<file path="config.mk">
export PLATFORM = sky130hd
export DESIGN_NAME = door_controller
export DESIGN_NICKNAME = d
export VERILOG_FILES = /design/src/rtl/door_controller.sv
export SDC_FILE = /design/constraint.sdc
export NUM_CORES = 1
export LEC_CHECK = 0
export ABC_AREA = 1
export CORE_MARGIN = 2
export CORE_UTILIZATION = 40
export DETAILED_ROUTE_END_ITERATION = 10
export HOLD_SLACK_MARGIN = 0.06
export PLACE_DENSITY_LB_ADDON = 0.12
export SETUP_SLACK_MARGIN = 0.3
export SLEW_MARGIN = 20
export SYNTH_ARGS = -nofsm -noshare
export SYNTH_HDL_FRONTEND = slang
export SYNTH_SLANG_ARGS = --single-unit
</file>
<file path="constraint.sdc">
create_clock -name clk -period 5.43 [get_ports clk]
set_clock_uncertainty 0.2 [all_clocks]
set_input_delay 0.543 -clock clk [delete_from_list [all_inputs] [get_ports clk]]
set_output_delay 0.543 -clock clk [all_outputs]
set_load 0.02 [all_outputs]
</file>
<file path="src/rtl/door_controller.sv">
// Per-car door sequencer: drives the door motor from limit switches and cabin inputs,
// reports closed/open back to the elevator controller and latches stuck-door/sensor faults.
module door_controller #(
  parameter int OPEN_HOLD_CYCLES = 100,
  parameter int MOTION_TIMEOUT   = 50,
  parameter int MAX_REOPEN       = 3
) (
  input  logic clk,
  input  logic rst_n,
  input  logic up,
  input  logic down,
  input  logic stop,
  input  logic open_btn,
  input  logic close_btn,
  input  logic obstruction,
  input  logic open_limit,
  input  logic closed_limit,
  output logic door_status,
  output logic motor_open,
  output logic motor_close,
  output logic door_fault
);

  localparam int TIMER_MAX = (OPEN_HOLD_CYCLES > MOTION_TIMEOUT) ? OPEN_HOLD_CYCLES : MOTION_TIMEOUT;
  localparam int TIMER_W   = (TIMER_MAX < 1) ? 1 : $clog2(TIMER_MAX + 1);
  localparam int REOPEN_W  = (MAX_REOPEN < 1) ? 1 : $clog2(MAX_REOPEN + 1);

  localparam logic [TIMER_W-1:0]  HOLD_LOAD    = TIMER_W'(OPEN_HOLD_CYCLES);
  localparam logic [TIMER_W-1:0]  MOTION_LOAD  = TIMER_W'(MOTION_TIMEOUT);
  localparam logic [REOPEN_W-1:0] REOPEN_LIMIT = REOPEN_W'(MAX_REOPEN);

  typedef enum logic [2:0] {
    ST_CLOSED    = 3'd0,
    ST_OPENING   = 3'd1,
    ST_OPEN_HOLD = 3'd2,
    ST_CLOSING   = 3'd3,
    ST_FAULT     = 3'd4
  } state_t;

  state_t              state_reg, state_next;
  logic [TIMER_W-1:0]  timer_reg, timer_next;
  logic [REOPEN_W-1:0] reopen_cnt_reg, reopen_cnt_next;

  logic [TIMER_W-1:0]  timer_dec;
  logic [REOPEN_W-1:0] reopen_inc;
  logic                sensor_conflict;
  logic                hold_request;

  always_ff @(posedge clk or negedge rst_n) begin
    if (!rst_n) begin
      state_reg      <= ST_CLOSED;
      timer_reg      <= '0;
      reopen_cnt_reg <= '0;
    end else begin
      state_reg      <= state_next;
      timer_reg      <= timer_next;
      reopen_cnt_reg <= reopen_cnt_next;
    end
  end

  // Both counters saturate rather than wrap.
  assign timer_dec  = (timer_reg == '0) ? '0 : timer_reg - TIMER_W'(1);
  assign reopen_inc = (reopen_cnt_reg == REOPEN_LIMIT) ? reopen_cnt_reg
                                                       : reopen_cnt_reg + REOPEN_W'(1);

  // Both limit switches at once is physically impossible: treat as a broken sensor.
  assign sensor_conflict = open_limit & closed_limit;
  assign hold_request    = obstruction | open_btn;

  always_comb begin
    state_next      = state_reg;
    timer_next      = timer_reg;
    reopen_cnt_next = reopen_cnt_reg;

    if (state_reg != ST_FAULT && sensor_conflict) begin
      state_next = ST_FAULT;
    end else begin
      case (state_reg)
        ST_CLOSED: begin
          // A moving or not-yet-stopped car never opens, whatever the cabin buttons say.
          if (stop && !up && !down) begin
            state_next = ST_OPENING;
            timer_next = MOTION_LOAD;
          end
        end

        ST_OPENING: begin
          if (open_limit) begin
            state_next = ST_OPEN_HOLD;
            timer_next = HOLD_LOAD;
          end else begin
            timer_next = timer_dec;
            if (timer_dec == '0) begin
              state_next = ST_FAULT;
            end
          end
        end

        ST_OPEN_HOLD: begin
          if (hold_request) begin
            timer_next = HOLD_LOAD;
          end else if (close_btn || timer_dec == '0) begin
            state_next = ST_CLOSING;
            timer_next = MOTION_LOAD;
          end else begin
            timer_next = timer_dec;
          end
        end

        ST_CLOSING: begin
          // A reopen request outranks closed_limit seen in the same cycle.
          if (hold_request) begin
            reopen_cnt_next = reopen_inc;
            if (reopen_inc == REOPEN_LIMIT) begin
              state_next = ST_FAULT;
            end else begin
              state_next = ST_OPENING;
              timer_next = MOTION_LOAD;
            end
          end else if (closed_limit) begin
            state_next      = ST_CLOSED;
            reopen_cnt_next = '0;
          end else begin
            timer_next = timer_dec;
            if (timer_dec == '0) begin
              state_next = ST_FAULT;
            end
          end
        end

        ST_FAULT: begin
          state_next = ST_FAULT;
        end

        default: begin
          state_next = ST_FAULT;
        end
      endcase
    end
  end

  // Moore outputs; FAULT reports "open" so the controller keeps the car parked.
  always_comb begin
    door_status = (state_reg == ST_CLOSED);
    motor_open  = (state_reg == ST_OPENING);
    motor_close = (state_reg == ST_CLOSING);
    door_fault  = (state_reg == ST_FAULT);
  end

endmodule
</file>
======== Yosys cells after proc, flatten, opt, wreduce, memory -nomap -nowiden ========
Cells that the tools add are included.
storage, ports and cells
  bits in registers ....................... 12
  memory bits (writable) .................. 0
  memories ................................ 0
  ROM bits ................................ 0
  bits in latches ......................... 0
  word-level logic and storage cells ...... 57
  output and inout port bits .............. 4
cells by class
  multipliers ............................. 0
  add/subtract/negate cells ............... 2
  magnitude comparators ................... 0
  bitwise gates (word level) .............. 3
  equal/unequal tests ..................... 13
  reductions and logical operators ........ 14
  shift operators ......................... 0
  divide/modulo/power cells ............... 0
  mux-type cells .......................... 22
operator list
  cell                                                                 count
  7-bit 2-to-1 mux                                                     8
  7-bit one-hot mux with 4 select lines                                1
  3-bit 2-to-1 mux                                                     9
  7-bit logical NOT                                                    2
  3-bit != test (second input constant)                                4
  3-bit one-hot mux with 4 select lines                                1
  7-bit by 1-bit subtractor with 7-bit output (second input constant)  1
  3-bit by 2-bit == test with 1-bit output (second input constant)     2
  2-bit 2-to-1 mux                                                     3
  3-bit AND reduction                                                  2
  5-bit AND reduction                                                  1
  2-bit == test (second input constant)                                2
  4-bit nonzero test                                                   1
  3-bit by 1-bit == test with 1-bit output (second input constant)     1
  3-bit == test (second input constant)                                1
  1-bit logical AND                                                    3
  3-bit logical NOT                                                    1
  3-bit by 1-bit != test with 1-bit output (second input constant)     1
  3-bit by 2-bit != test with 1-bit output (second input constant)     1
  2-bit by 1-bit adder with 2-bit output (second input constant)       1
  1-bit logical NOT                                                    2
  2-bit by 1-bit != test with 1-bit output (second input constant)     1
  2-bit nonzero test                                                   1
  1-bit AND                                                            1
  other kinds (3)                                                      3

======== Depth between registers and ports, before layout ========
  word-level depth ........................ 8
  mapped depth ............................ 13
  gate-level depth less buffers ........... 13

======== Least setup slack after synthesis ========
No wires, ideal clock.
  path kind ............................... register to register
  start ................................... reg timer_reg[0]
  end ..................................... reg timer_reg[0]
  arrival ................................. 1.554 ns
  stages on the path, launching flop included .. 14
  setup slack ............................. 3.559 ns
  cells stage by stage .................... dfrtp_1 inv_1 ha_1 inv_1 nand2_1 nand2_1 o21ai_0 nand2_1 nor2_1 nand2_2 nand3_1 nand3_1 nand2_1 nand2_1
on the way
  cells in the longest elaborated chain, start to end .. 7
ends and longest elaborated chain
  what                                                                              RTL line  RTL
  start, declared                                                                   41        logic [TIMER_W-1:0] timer_reg, timer_next;
  start signal, assigned                                                            56        timer_reg <= timer_next;
  7-bit by 1-bit subtractor with 7-bit output or 7-bit logical NOT (tied branches)  62        assign timer_dec = (timer_reg == '0) ? '0 : timer_reg - TIMER_W'(1);
  7-bit 2-to-1 mux *                                                                62
  7-bit logical NOT                                                                 102       end else if (close_btn || timer_dec == '0) begin
  1-bit logical OR                                                                  102
  7-bit 2-to-1 mux                                                                  102
  7-bit 2-to-1 mux                                                                  100       if (hold_request) begin
  7-bit one-hot mux with 4 select lines *                                           78        case (state_reg)
Mark *: on every way between the ends. The rest lies on a longest branch, timed or not. The select of a mux whose other input is x is not followed.
A chain may end at the register's enable or synchronous reset.

======== Worst setup path in the final report ========
  start ................................... reg state_reg[2]
  end ..................................... out motor_close
on the way
  cells in the longest elaborated chain, start to end .. 1
ends and longest elaborated chain
  what                                      RTL line  RTL
  start, declared                           40        state_t state_reg, state_next;
  start signal, assigned                    55        state_reg <= state_next;
  3-bit by 2-bit == test with 1-bit output  146       motor_close = (state_reg == ST_CLOSING);
  end, declared                             20        output logic motor_close,
Every way passes these cells.

==> results by group <==
Status
  – Outcome: complete, no violations

Detailed routing
  – Wire length per cell: 12.0 microns
  – Top sig layer: met4
  – Vias/cell: 5.12
  – Met2 wire len: 1170 microns
  – Drt first-iter violations: 20
  – Met3 wire length: 149 microns
  – Post-DRT Antenna Nets: 0
  – Vias: 1100
  – Wl on met1: 1240 microns
  – Pre-Repair DR Iteration Count: 4
  – Drt drc: 0
  – Routed wire length: 2570 microns

STA
  – Worst hold slack: 0.319 ns
  – Final period util: 0.476
  – Max Freq: 386 MHz
  – RSZ-0062 raised after global routing: no
  – Slew HR: 0.634
  – Max-slew violations: 0
  – Fin crit period: 2.59 ns
  – Final Hold Fails: 0
  – # setup viols final: 0
  – Sum of negative setup slack: 0 ns
  – Slew @ Worst Pin: 0.547 ns

Die
  – Die extent in y: 54.9 microns
  – Die Wd: 54.9 microns
  – Die ar.: 3020 sq um
  – Core ar.: 2480 sq um
  – Top-Level Pins: 14
  – FP Rows: 18
  – Initial Utilization: 0.419

Place
  – Placer Congestion: 0.808
  – Port Buf Inserts: 13
  – Dpl hpwl: 2120 microns

Clock network
  – H-tree depth: 1
  – Hold buffer count at cts: 0
  – Worst-Skew Late Latency: 0.27 ns
  – Num CTS Buffers: 3
  – Clk slew on worst S/H paths: 0.07 ns
  – Clock sink count: 12
  – CTS tree: built
  – Clk root buf: clkbuf_4
  – Post-cts resize count: 0
  – Clock tree buffer depth: 2
  – Post-CTS Setup Bufs: 0

Pwr
  – Gate power share: 0.075
  – P_leak: 0.598 nW
  – Sw Pwr: 0.0371 mW
  – Internal power: 0.137 mW
  – Switching share of power: 0.214
  – Clk pwr share: 0.412
  – Power density over the cells: 140 nW/um^2
  – Peak supply drop: 0.000130 V
  – Reg power frac: 0.514

Logic synthesis
  – Post-Syn Instances: 168
  – Top_reg_cell synth: dfrtp_1
  – Synth Cell Area: 1040 sq um
  – Share of the synthesized area in the top cell type: 0.290
  – Synth Register Bits: 12
  – Yosys top cell by area: dfrtp_1
  – Commonest cells in the netlist: 44 x nand2_1, 30 x inv_1, 23 x nor2_1
  – Post-synth EDFFs: 0
  – Synth area leaders: dfrtp_1 29%, nand2_1 16%, inv_1 11%
  – Post-synthesis sequential area ratio: 0.290
  – Fraction of registers with async set/reset: 1.00
  – Syn_area_per_cell: 6.17 sq um
  – Syn_nets: 180
  – Most instantiated library cell after synthesis: nand2_1
  – Netlist cell types: 23
  – Yosys warning count: 0

Worst setup path
  – CP Data Required Time: 4.69 ns
  – R2R Path Start: timer_reg[0]
  – Critical path class: register to output pin
  – Critical path arrival: 1.84 ns
  – R2R depth: 13
  – R2r endpoint: timer_reg[0]
  – Flop2flop setup slack: 3.26 ns
  – Crit path launch type: register
  – Critical path capture point type: output pin
  – CP Max Fanout: 8

Global route
  – Overall Global Routing Usage: 0.193
  – Largest net degree at the start of global routing: 13
  – Global-route wire length before repair: 4090 microns
  – Remaining global-route overflow: 0
  – Vias in the first global route: 939
  – Initial antenna violation count: 0

Layout
  – Seq. cell area: 300 sq um
  – Max reg flops: 7
  – Nets@finish: 198
  – Layout cells sized above 1: 0.0865
  – # fillers: 256
  – Antenna diodes: 0
  – P&R area growth vs syn: 19.7%
  – Multi-input gate area: 614 sq um

Hold path
  – Hold crit path type: register to register
  – Hold Path End: timer_reg[0]
  – Hold path start: timer_reg[0]
  – Worst hold path stage count: 2

Job
  – # Max-Cap Violations: 0
-- power by group through the flow --
| stage | clock network (mW) | registers [mW] | logic (mW) |
|---|---|---|---|
| final | 0.0715 | 0.0893 | 0.0130 |
| after global routing | 0.0806 | 0.0893 | 0.0142 |
| after CTS | 0.0743 | 0.0893 | 0.0131 |
| after detailed placement | 0 | 0.0911 | 0.0129 |
| after global placement | 0 | 0.0911 | 0.0128 |
| after floorplan | 0 | 0.0911 | 0.00324 |
-- critical path, stage by stage (launching register included) --
cell and delay (ns):
dfrtp_1 0.47, nor3_4 0.41, clkdlybuf4s50_1 0.69
-- how the worst max path moves through the flow --
stage            startpoint      endpoint  slack (ns)  depth (start not counted)
2_1_floorplan  timer_reg[0]  timer_reg[0]        3.56                         13
3_3_place_gp       open_btn  timer_reg[1]        3.12                          9
3_5_place_dp       open_btn  timer_reg[4]        3.05                          9
4_1_cts        state_reg[2]   motor_close        2.88                          2
5_1_grt        state_reg[2]   motor_close        2.80                          2
6_report       state_reg[2]   motor_close        2.84                          2
-- kinds of logic after synthesis --
family	synth area share
buffers and inverters	0.118
AO/OA/AOI/OAI	0.124
adder cells (fa/ha/maj)	0.0241
AND/OR/NAND/NOR	0.444
flip-flops	0.290
-- stage by stage --
| stage | setup WS (ns) | util | total power [mW] | instances | instance area [sq um] |
|---|---|---|---|---|---|
| floorplan | 3.56 | - | 0.0943 | 168 | 1040 |
| global placement | 3.12 | 0.486 | 0.104 | 211 | 1200 |
| detailed placement | 3.05 | 0.486 | 0.104 | 211 | 1200 |
| CTS | 2.88 | 0.501 | 0.177 | 215 | 1240 |
| global route | 2.80 | 0.501 | 0.184 | 215 | 1240 |
| finish | 2.84 | 0.501 | 0.174 | 215 | 1240 |
-- layout by cell type, fill, tap and decap left out, drive strengths merged --
| cell | Yosys | layout |
|---|---|---|
| nand2 | 46 | 46 |
| inv | 32 | 32 |
| nor2 | 26 | 26 |
| nand3 | 19 | 19 |
| clkdlybuf4s50 | 0 | 13 |
| dfrtp | 12 | 12 |
| a21oi | 11 | 11 |
| o21ai | 8 | 8 |
| nor3 | 5 | 5 |
| clkbuf | 0 | 4 |
| o211ai | 3 | 3 |
| nand4 | 2 | 2 |
| ha | 2 | 2 |
| a31oi | 1 | 1 |
| nor4 | 1 | 1 |
-- routing by layer --
layer,global-route usage,up-vias
li1,-,570
met1,0.260,501
met2,0.315,27
met3,0.0565,2
met4,0.0244,0
met5,0,-
-- final cells by class --
| type | count | share of cell area |
|---|---|---|
| Multi-Input combinational cell | 124 | 0.495 |
| Sequential cell | 12 | 0.242 |
| Timing Repair Buffer | 13 | 0.105 |
| Inverter | 32 | 0.0988 |
| Tap cell | 30 | 0.0302 |
| Clock buffer | 4 | 0.0292 |
Power figures use the tool's default switching activity.
